## src/rtl/comparador_serial.sv

```systemverilog
// comparador_serial
//   Serial magnitude comparator. One iterative-comparison cell is reused over
//   WIDTH clock cycles. It walks both operands from LSB to MSB. The cell state
//   is kept in a single register, so the most significant differing bit is the
//   last one to write it.
//
// Ports
//   clk         rising-edge clock
//   rst         synchronous, active-high reset (overrides start and any run)
//   start       request, accepted only while busy=0
//   A, B        operands, captured on the accepted start edge only
//   busy        comparison in progress
//   done        one-cycle pulse, result just became valid
//   menorIgual  result A<=B, held until the next completion
//   mayor       result A>B, held until the next completion
//
// State table
//   state | meaning
//   IDLE  | waiting for start; results hold their last values
//   RUN   | one cell evaluation per clock, LSB first; the last bit finishes the run

module comparador_serial #(
  parameter int WIDTH = 8
) (
  input  logic             clk,
  input  logic             rst,
  input  logic             start,
  input  logic [WIDTH-1:0] A,
  input  logic [WIDTH-1:0] B,
  output logic             busy,
  output logic             done,
  output logic             menorIgual,
  output logic             mayor
);

  localparam int CW = $clog2(WIDTH + 1);
  localparam logic [CW-1:0] CNT_LAST = CW'(WIDTH - 1);

  // Cell state encoding: a = "A<=B so far", b = "A>B so far".
  localparam logic CELL_A = 1'b1;

  typedef enum logic {
    IDLE = 1'b0,
    RUN  = 1'b1
  } state_t;

  state_t           state_q, state_d;
  logic [WIDTH-1:0] sh_a_q, sh_a_d;
  logic [WIDTH-1:0] sh_b_q, sh_b_d;
  logic             p_q, p_d;
  logic [CW-1:0]    cnt_q, cnt_d;
  logic             done_q, done_d;
  logic             menor_q, menor_d;
  logic             mayor_q, mayor_d;
  logic             p_next;

  // A differing bit pair overrides everything seen at lower significance:
  // Bi=1 means A<B at this bit, and Bi=0 means A>B. Equal bits keep the state.
  assign p_next = (sh_a_q[0] != sh_b_q[0]) ? sh_b_q[0] : p_q;

  always_ff @(posedge clk) begin
    if (rst) begin
      state_q <= IDLE;
      sh_a_q  <= '0;
      sh_b_q  <= '0;
      p_q     <= CELL_A;
      cnt_q   <= '0;
      done_q  <= 1'b0;
      menor_q <= 1'b0;
      mayor_q <= 1'b0;
    end else begin
      state_q <= state_d;
      sh_a_q  <= sh_a_d;
      sh_b_q  <= sh_b_d;
      p_q     <= p_d;
      cnt_q   <= cnt_d;
      done_q  <= done_d;
      menor_q <= menor_d;
      mayor_q <= mayor_d;
    end
  end

  always_comb begin
    state_d = state_q;
    sh_a_d  = sh_a_q;
    sh_b_d  = sh_b_q;
    p_d     = p_q;
    cnt_d   = cnt_q;
    done_d  = 1'b0;
    menor_d = menor_q;
    mayor_d = mayor_q;

    case (state_q)
      IDLE: begin
        if (start) begin
          sh_a_d  = A;
          sh_b_d  = B;
          p_d     = CELL_A;
          cnt_d   = '0;
          state_d = RUN;
        end
      end
      RUN: begin
        p_d    = p_next;
        sh_a_d = sh_a_q >> 1;
        sh_b_d = sh_b_q >> 1;
        cnt_d  = cnt_q + CW'(1);
        if (cnt_q == CNT_LAST) begin
          menor_d = p_next;
          mayor_d = ~p_next;
          done_d  = 1'b1;
          state_d = IDLE;
        end
      end
      default: state_d = IDLE;
    endcase
  end

  assign busy       = (state_q == RUN);
  assign done       = done_q;
  assign menorIgual = menor_q;
  assign mayor      = mayor_q;

endmodule
```

## config.mk

```make
export PLATFORM = sky130hd
export DESIGN_NAME = comparador_serial
export DESIGN_NICKNAME = d
export VERILOG_FILES = /design/src/rtl/comparador_serial.sv
export SDC_FILE = /design/constraint.sdc
export NUM_CORES = 1
export LEC_CHECK = 0
export CORE_UTILIZATION = 45
export DETAILED_ROUTE_END_ITERATION = 6
export HOLD_SLACK_MARGIN = 0.03
export PLACE_DENSITY = 0.74
export SLEW_MARGIN = 20
export SYNTH_ARGS = -nofsm -noshare
export SYNTH_HDL_FRONTEND = slang
export SYNTH_SLANG_ARGS = --single-unit
```

## constraint.sdc

```tcl
create_clock -name clk -period 1.2 [get_ports clk]
set_input_delay 0.24 -clock clk [delete_from_list [all_inputs] [get_ports clk]]
set_output_delay 0.24 -clock clk [all_outputs]
set_load 0.01 [all_outputs]
```

==> qor.csv <==
metric,value,unit
status,completed,
H-tree Lvls,1,
dpl hpwl,1500,um
Syn Nets,127,
Synth Register Bits,25,
gr ovfl total,0,
CP startpoint kind,flip-flop,
uppermost routed layer,met4,
max cap viols,0,
RSZ-0062 raised after global routing,true,
Die Ht,52.3,um
Total Power,1550,uW
Seq pwr share,0.577,
hold crit path type,flip-flop to flip-flop,
clock share of power,0.235,
first-pass GRT wire length,3390,um
Crit Path Category,flip-flop to flip-flop,
Crit. End Element,flip-flop,
Pint,1190,uW
"Hold Vio Cnt, Final",0,
WL/cell,12.1,um
drt first pass iters,4,
met2 WL post-DR,961,um
maximum vdd drop,0.000731,V
Syn Inst Count,107,
port bufs,22,
Synth top area share,0.439,
gpl congestion,0.760,
# IOs,23,
Slew @ Worst Pin,0.217,ns
Syn Std Cell Area,1140,um2
number of global-route vias before repair,826,
relative slew slack,0.854,
synth unique cells,27,
Fin Clk Skew,0.00323,ns
number of antenna violations at the first check in global routing,0,
routed vias,854,
final WL,1990,um
Pwr Density,1050,nW/um2
Final #Nets,157,
maximum fanout along the worst path,5,
Sw Pwr,361,uW
Final Critical Period,1.16,ns
Sink Count,25,
sequential fraction of the synthesis area,0.439,
Cells after DPL,159,
Setup TNS,0,ns
Vias/cell,5.21,
die area,2740,um2
pin count of the biggest net entering global routing,14,
fmax,859,MHz
core region area,2300,um2
final worst-path cycle share,0.970,
Final Slew Violations,0,
Sw Share,0.233,
DR DRC count,0,
P_leak,0.000627,uW
clk buf depth,2,
Syn-to-layout area delta,29.7,%
yosys warns,0,
ratio of cells with drive above 1 in the final layout,0.250,
"area leader, netlist",dfxtp_1,
CP required,1.41,ns
Worst Path Arrival,1.38,ns
Iter 0 DRT Violations,6,
TritonCTS Buffers,3,
top post-synthesis cells by area,"dfxtp_1 (44%), mux2i_1 (15%), mux2_2 (8.9%)",
final setup vio count,0,
hold buffers post-CTS,0,
Root Buffer,clkbuf_4,
Final ANT Viol Nets,0,
DRT met1 WL,933,um
global-route usage over all layers,0.166,
combinational share of power,0.189,
diodes inserted,0,
initial core utilization,0.496,
"Avg Cell Area, Syn",10.7,um2
Die X,52.3,um
Post-Layout Cell Count,164,
clk_lat worst skew,0.31,ns
FP Rows,17,
metal3 WL,77,um
CTS tree,done,
"CTS clk-pin slew, worst paths",0.13,ns
## sequential cells by signal, summed over array words and instances, names as in the netlist
signal and cells:
cnt_q 4, busy 1, mayor 1, sh_a_q 8, done 1, menorIgual 1
p_q 1, sh_b_q 8
## path summary, 6_finish.rpt
path / from / end / slack [ns] / depth (start not counted)
hold / removal: mayor$_SDFFE_PP0P_ / mayor$_SDFFE_PP0P_ / 0.49 / 2
setup / recovery: cnt_q[0]$_SDFFE_PP0P_ / mayor$_SDFFE_PP0P_ / 0.04 / 4
setup reg to reg: cnt_q[0]$_SDFFE_PP0P_ / mayor$_SDFFE_PP0P_ / 0.04 / 4
hold reg to reg: mayor$_SDFFE_PP0P_ / mayor$_SDFFE_PP0P_ / 0.49 / 2
## cell families after synthesis
| group | synth area share |
|---|---|
| AND/OR/NAND/NOR | 0.125 |
| multiplexers | 0.304 |
| buffers and inverters | 0.0648 |
| AO/OA/AOI/OAI | 0.0472 |
| adder cells (fa/ha/maj) | 0.0198 |
| flip-flops | 0.439 |
## cell type report
class	count	area, um2
clock buffer	4	26.3
fill	199	818
inverter	4	15.0
multi-input combinational	71	569
sequential	25	504
tap	28	35.0
timing repair buffer	32	329
## per-layer routing
metal	vias to the layer above	GRT usage
li1	431	-
met1	402	0.202
met2	17	0.283
met3	4	0.0435
met4	0	0.0526
met5	-	0
## cells in the mapped netlist
| cell type | n |
|---|---|
| buf_4 | 2 |
| nor2_4 | 1 |
| a211oi_1 | 1 |
| mux2_2 | 9 |
| a31oi_1 | 2 |
| mux2_4 | 5 |
| or3b_1 | 1 |
| nor4_1 | 1 |
| nor2_1 | 16 |
| mux2i_1 | 17 |
| inv_1 | 4 |
| nor3b_1 | 1 |
| buf_6 | 1 |
| nand3_1 | 2 |
| buf_12 | 1 |
| maj3_1 | 1 |
| o2bb2ai_1 | 1 |
| clkbuf_1 | 2 |
| and2_1 | 1 |
| dfxtp_1 | 25 |
| o21ai_0 | 1 |
| a21oi_1 | 4 |
| nand2_1 | 2 |
| ha_1 | 1 |
| nor3_1 | 3 |
| buf_2 | 1 |
| and4b_1 | 1 |
## cells in the final DEF, fill, tap and decap left out, types with 2 or more instances in the layout
cell / n
dfxtp_1: 22
mux2i_1: 17
clkdlybuf4s50_1: 17
nor2_1: 16
mux2_2: 9
buf_4: 7
mux2_4: 5
inv_1: 4
a21oi_1: 4
nor3_1: 3
dfxtp_2: 3
clkbuf_4: 3
a31oi_1: 2
nand2_1: 2
nand3_1: 2
dlygate4sd2_1: 2
clkdlybuf4s15_1: 2
## power by group through the flow
stage	clock network (uW)	logic [uW]	registers [uW]
6_report	363	292	893
5_1_grt	416	316	898
4_1_cts	385	293	893
3_5_place_dp	0	280	911
3_3_place_gp	0	272	908
2_1_floorplan	0	180	906
## worst max-delay path, stage by stage, from the launching register on
cell       delay (ns)
dfxtp_2          0.34
ha_2             0.18
and4b_2          0.25
and2_1           0.17
o2bb2ai_1        0.12
## stage by stage
step / worst slack (ns) / instance area (um2) / hold WS (ns) / utilization
6_report: 0.0361 / 1480 / 0.491 / 0.644
5_1_grt: -0.0263 / 1480 / 0.541 / 0.644
4_1_cts: 0.00803 / 1470 / 0.502 / 0.641
3_5_place_dp: -0.369 / 1420 / 0.484 / 0.617
3_3_place_gp: -0.332 / 1420 / 0.452 / 0.617
2_1_floorplan: 0.0742 / 1140 / 0.319 / -
## what timing repair did
item,CTS,global route
pin swaps,0,1
setup endpoints to repair,10,6
gates cloned,1,0
gates resized for setup,7,8
setup buffers,0,0
(Power assumes the default switching activity.)
